File: src/rtl/phy_pkg.sv
// Shared PHY definitions: transmit FSM encoding, comma byte and bytes-per-word derivation.
// Imported by mux_32x8.
package phy_pkg;

    localparam logic [7:0] COMMA_BYTE = 8'hBC;

    typedef enum logic {
        IDLE = 1'b0,
        SEND = 1'b1
    } phy_state_e;

    function automatic int calc_nbytes(input int data_w, input int byte_w);
        return data_w / byte_w;
    endfunction

    localparam int NBYTES = calc_nbytes(32, 8);

endpackage

File: src/rtl/mux_32x8.sv
// Word-to-byte transmit mux: serializes one DATA_W word per handshake, MSB byte first, gapless.
// Optional build macro MUX_IDLE_FILL_EN drives IDLE_BYTE instead of zero whenever no payload is on the lane.
import phy_pkg::*;

module mux_32x8 #(
    parameter int                DATA_W    = 32,
    parameter int                BYTE_W    = 8,
    parameter logic [BYTE_W-1:0] IDLE_BYTE = COMMA_BYTE
) (
    input  logic              clk_4f,
    input  logic              reset_L,
    input  logic [DATA_W-1:0] data_in_32x8,
    input  logic              valid_in_32x8,
    output logic              ready_32x8,
    output logic [BYTE_W-1:0] data_out_32x8,
    output logic              valid_out_32x8
);

    localparam int               NB       = calc_nbytes(DATA_W, BYTE_W);
    localparam int               CNT_W    = (NB > 1) ? $clog2(NB) : 1;
    localparam logic [CNT_W-1:0] LAST_CNT = CNT_W'(NB - 1);
`ifdef MUX_IDLE_FILL_EN
    localparam logic [BYTE_W-1:0] FILL_BYTE = IDLE_BYTE;
`else
    localparam logic [BYTE_W-1:0] FILL_BYTE = {BYTE_W{1'b0}};
`endif

    phy_state_e        state_r;
    phy_state_e        state_nxt_s;
    logic [CNT_W-1:0]  cnt_r;
    logic [CNT_W-1:0]  cnt_nxt_s;
    logic [CNT_W-1:0]  cnt_inc_s;
    logic [DATA_W-1:0] word_r;
    logic [DATA_W-1:0] word_nxt_s;
    logic [DATA_W-1:0] shifted_s;
    logic [BYTE_W-1:0] data_nxt_s;
    logic              valid_nxt_s;
    logic              accept_s;

    // Handshake: a new word fits when idle or when the last byte of the current word is on the lane
    always_comb begin
        ready_32x8 = reset_L && ((state_r == IDLE) || (cnt_r == LAST_CNT));
        accept_s   = valid_in_32x8 && ready_32x8;
    end

    // Next-state, byte index and output byte selection
    always_comb begin
        state_nxt_s = state_r;
        cnt_nxt_s   = cnt_r;
        word_nxt_s  = word_r;
        data_nxt_s  = data_out_32x8;
        valid_nxt_s = valid_out_32x8;
        cnt_inc_s   = cnt_r + CNT_W'(1);
        // Bring the byte at index cnt+1 up to the top lane position
        shifted_s   = word_r << (cnt_inc_s * BYTE_W);

        if (accept_s) begin
            state_nxt_s = SEND;
            cnt_nxt_s   = {CNT_W{1'b0}};
            word_nxt_s  = data_in_32x8;
            data_nxt_s  = data_in_32x8[DATA_W-1 -: BYTE_W];
            valid_nxt_s = 1'b1;
        end else begin
            case (state_r)
                IDLE: begin
                    data_nxt_s  = FILL_BYTE;
                    valid_nxt_s = 1'b0;
                end
                SEND: begin
                    if (cnt_r != LAST_CNT) begin
                        cnt_nxt_s   = cnt_inc_s;
                        data_nxt_s  = shifted_s[DATA_W-1 -: BYTE_W];
                        valid_nxt_s = 1'b1;
                    end else begin
                        state_nxt_s = IDLE;
                        data_nxt_s  = FILL_BYTE;
                        valid_nxt_s = 1'b0;
                    end
                end
                default: begin
                    state_nxt_s = IDLE;
                    cnt_nxt_s   = {CNT_W{1'b0}};
                    data_nxt_s  = FILL_BYTE;
                    valid_nxt_s = 1'b0;
                end
            endcase
        end
    end

    // State and registered outputs; reset drops any partially sent word
    always_ff @(posedge clk_4f) begin
        if (!reset_L) begin
            state_r        <= IDLE;
            cnt_r          <= {CNT_W{1'b0}};
            word_r         <= {DATA_W{1'b0}};
            data_out_32x8  <= FILL_BYTE;
            valid_out_32x8 <= 1'b0;
        end else begin
            state_r        <= state_nxt_s;
            cnt_r          <= cnt_nxt_s;
            word_r         <= word_nxt_s;
            data_out_32x8  <= data_nxt_s;
            valid_out_32x8 <= valid_nxt_s;
        end
    end

endmodule
File: config.mk
export PLATFORM = sky130hd
export DESIGN_NAME = mux_32x8
export DESIGN_NICKNAME = d
export VERILOG_FILES = /design/src/rtl/phy_pkg.sv /design/src/rtl/mux_32x8.sv
export SDC_FILE = /design/constraint.sdc
export NUM_CORES = 1
export LEC_CHECK = 0
export BUFFER_PORTS_ARGS = -buffer_cell sky130_fd_sc_hd__clkbuf_2
export CORE_MARGIN = 2
export CORE_UTILIZATION = 47
export CTS_BUF_LIST = sky130_fd_sc_hd__clkbuf_8
export CTS_CLUSTER_SIZE = 30
export DETAILED_ROUTE_END_ITERATION = 10
export HOLD_SLACK_MARGIN = 0.03
export PLACE_DENSITY = 0.84
export SYNTH_ARGS = -nofsm -noshare
export SYNTH_HDL_FRONTEND = slang
export SYNTH_SLANG_ARGS = --single-unit
File: constraint.sdc
create_clock -name clk_4f -period 4.3 [get_ports clk_4f]
set_input_delay 0.43 -clock clk_4f [delete_from_list [all_inputs] [get_ports clk_4f]]
set_output_delay 0.43 -clock clk_4f [all_outputs]
set_load 0.005 [all_outputs]
* Word level (Yosys, flattened, before mapping) *
Cells that the tools add are included.

word-level totals
  register bits = 44
  input port bits = 35
  output and inout port bits = 10
  word-level logic and storage cells = 24

operators by class
  $add $sub $neg = 1
  equal/unequal tests = 2
  shift operators = 1
  muxes and demuxes = 8
  bitwise logic cells = 2
  reduce and logical (&&, ||, !) cells = 5

operators by type and width
  operator                                     count
  left shift 32 x 5 -> 32 bit                  1
  two-way mux 8 bit                            2
  one-hot mux 8 bit (2 select lines)           1
  two-way mux 1 bit                            4
  adder 2 x 1 -> 2 bit, second input constant  1
  equality test 2 bit, second input constant   1
  logical AND 1 bit                            2
  != test 2 bit, second input constant         1
  NOT 1 bit                                    2
  one-hot mux 1 bit (2 select lines)           1
  AND reduction 2 bit                          1
  OR reduction 2 bit                           1
  logical OR 1 bit                             1

* Logic depth before layout (Yosys ltp) *
  word-level depth = 5
  depth in mapped cells = 6
  depth with buffers taken out = 4

* Worst setup path after synthesis *
OpenSTA, ideal clock, no wires.

  path type = register -> output
  from = register cnt_r[0]
  to = output ready_32x8
  arrival time = 1.130 ns
  required time = 3.870 ns
  setup slack = 2.740 ns
  cell stages (with the launch flop) = 6
  path buffers = 2
  cell sequence = dfxtp_1 > ha_1 > nand2b_1 > buf_6 > clkbuf_1 > and2_1

on the way
  word-level cells in the longest chain between the ends = 3

ends and longest elaborated chain
  item                      RTL line         source
  start: declaration        mux_32x8.sv:30   logic [CNT_W-1:0] cnt_r;
  start signal: assignment  mux_32x8.sv:94   cnt_r <= {CNT_W{1'b0}};
  start signal: assignment  mux_32x8.sv:100  cnt_r <= cnt_nxt_s;
  equality test 2 bit       mux_32x8.sv:42   ready_32x8 = reset_L && ((state_r == IDLE) || (cnt_r == LAST_CNT));
  logical OR 1 bit          mux_32x8.sv:42
  logical AND 1 bit         mux_32x8.sv:42
  end: declaration          mux_32x8.sv:14   output logic ready_32x8,

Every way passes these cells.

* Final worst setup path *
  from = register cnt_r[1]
  to = output ready_32x8

The elaborated chain is that of the path after synthesis.

==> impl_results.md <==
- CP Launch Type: flip-flop
- Compound-gate portion of the synthesized area: between 15 and 20%
- Vias/cell: around 5.2
- Resized Gates After CTS: 0
- Post-Synth Adder-Cell Area: less than 1%
- Post-synth ARST share: 0%
- Die area: between 4000 and 5000 sq um
- Synth-to-Final Area Change: 16.5%
- Setup TNS: 0 ns
- Post-Synth XOR/XNOR Area: less than 1%
- Outcome: finished clean
- Port buffer count: 44
- Overall routed net length: ~3600 um
- Width of the die: 65.0 um
- Sequential share of the synthesized area: 49.2%
- Register share of total power: between 50% and 60%
- Max VDD drop: around 0.18 mV
- Post-synthesis mux area share: 9.16%
- Starting Density: 48.5%
- Setup Buffers After CTS: 0
- WL per Instance: roughly 13 um
- Antenna viol nets, final: 0
- Sink Count: 43
- Global-route wire length before repair: roughly 6000 um
- HP Class: primary input to flip-flop
- Num CTS Buffers: 5
- Power density of the placed cells: 394 nW/um^2
- RSZ-0062 raised after global routing: false
- CP max-delay cell: buf_4
- Crit-path max FO: 35
- Syn nets: ~220
- Initial antenna violation count: 0
- Skew-Pair Late Insertion Delay: 0.29 ns
- Main combinational cell family by area after synthesis: simple AND/OR/NAND/NOR gates
- Most common cell after layout, fill and taps aside: clkbuf_2
- Clock skew: ~0.0023 ns
- Seq cells post-synth: 43
- Largest net degree at the start of global routing: 36
- Fin. Hold Viols: 0
- Most frequent cells in the layout: clkbuf_2, dfxtp_1, nand3_1
- Total GRT Usage: around a fifth
- Detailed Route Iter0 Violations: 67
- CTS max path bufs: 2
- Inserted Diodes: 0
- Final min period: 2.10 ns
- Layout cell share with drive strength beyond 1: about a quarter
- Combinational power share: around an eighth
- CTS tree: yes
- Final worst slack: 2.20 ns
- Worst-Margin Slew: ~0.54 ns
- Root Buffer: clkbuf_8
- Via Count: ~1400
- Crit-path cells: ha_1 > nand2b_1 > buf_4 > and2_1 > clkbuf_2
- FILL cells: between 300 and 400
- Sw power: 192 uW
- Synth Instances: approximately 190
- Clk slew on worst S/H paths: roughly 0.07 ns
- Worst endpoint data arrival time: about 1.7 ns
- Internal power: 611 uW
- Area of the multi-input gates: approximately 780 sq um
- Post-DP HPWL: approximately 2400 um
- Post-Synth Simple-Gate Area: 17.9%
- Synth unique cells: 22
- Max-Cap Viols: 0
- Syn_area_per_cell: between 9 and 10 sq um
- Nets: 259
- Fin crit share: between 40% and 50%
- Relative slew slack: a little under two thirds
- Post-route DRC: 0
- Fmax: between 400 and 500 MHz
- Hold Buf Count CTS: 0
- Place WS: about 2.3 ns
- Switching part of the total power: 23.9%
- Worst Path Required: about 3.9 ns
- Syn Std Cell Area: ~1700 sq um
- Synthesis Warnings: 0
- Crit-path max cell delay: 0.36 ns
- Register Area: ~860 sq um
- Vias in the first global route: between 1000 and 1500
- Routability cong.: 0.773
- IO Count: 45
- Post-synth EDFFs: 0
- Total gr overflow: 0
- Crit Path Class: flip-flop to output port
- Clock Power Share: 33.8%
- Worst setup EP type: output port
- Primary FF master, synth: dfxtp_1
- H-tree level count: 2
- Final Setup Violations: 0
- Drt first pass iters: 4
- Leakage: 0.000812 uW
- Die Ht: 65.0 um
- Core area: 3610 sq um
- Core Rows: 22
- Slew Limit Fails: 0
sequential cells by signal, indices dropped and copies added (netlist names):
register,cells
valid_out_32x8,1
cnt_r,2
data_out_32x8,8
word_r,32
power groups by stage:
stage	combinational, uW	sequential, uW	clock (uW)
global placement	94.0	444	0
global route	107	439	293
detailed placement	95.7	445	0
finish	95.7	436	271
floorplan	66.8	443	0
CTS	96.0	436	279
cell usage after synthesis (all sizes together) (2+ instances only):
cell type,count,area [sq um]
o221ai,8,70.1
a22o,8,70.1
dfxtp,43,861
nand2,26,97.6
mux2i,16,160
buf,10,85.1
clkbuf,6,22.5
nand3,33,165
a21boi,2,18.8
o21ai,24,120
and2,4,30.0
stage by stage:
stage / hold WS (ns) / cells / power (uW) / util [%] / area (sq um)
finish: 0.351 / 272 / 803 / 56.5 / 2040
global placement: 0.443 / 264 / 538 / 53.7 / 1940
CTS: 0.342 / 272 / 811 / 56.5 / 2040
global route: 0.349 / 272 / 838 / 56.5 / 2040
floorplan: 0.435 / 186 / 510 / - / 1750
detailed placement: 0.452 / 264 / 541 / 53.7 / 1940
cells by family (layout without fill, tap and decap cells):
logic type / Yosys count / count (layout)
compound gates: 43 / 43
buf+inv: 16 / 54
flops: 43 / 43
mux: 16 / 16
simple gates: 66 / 66
xor+xnor: 1 / 1
fa+ha+maj: 1 / 1
layout make-up:
cell class	instances	share of cell area [%]
clock buffer	7	4.73
clock inverter	1	0.184
multi-input combinational	127	38.3
sequential	43	42.3
tap	48	2.95
timing repair buffer	46	11.5
routing by layer:
layer,part of all wire [%],global-route usage (%)
met5,0,0
met4,2.0,10.9
met3,7.0,4.51
met2,46,29.1
met1,45,23.2
worst paths after layout:
path / slack (ns) / from / end / cells after the start
min: 0.35 / data_in_32x8[12] / word_r[12]$_SDFFE_PN0P_ / 3
min reg2reg: 0.46 / word_r[12]$_SDFFE_PN0P_ / word_r[12]$_SDFFE_PN0P_ / 2
max: 2.20 / cnt_r[1]$_SDFFE_PP0P_ / ready_32x8 / 5
max reg2reg: 2.56 / cnt_r[1]$_SDFFE_PP0P_ / word_r[18]$_SDFFE_PN0P_ / 5
worst max-delay path: cells and delay by family, from the launching register on:
family | cells | cell delay [ns]
buf+inv | 2 | 0.48
fa+ha+maj | 1 | 0.16
simple gates | 2 | 0.38
flops | 1 | 0.34
No activity file was read; power rests on OpenSTA's default activity.
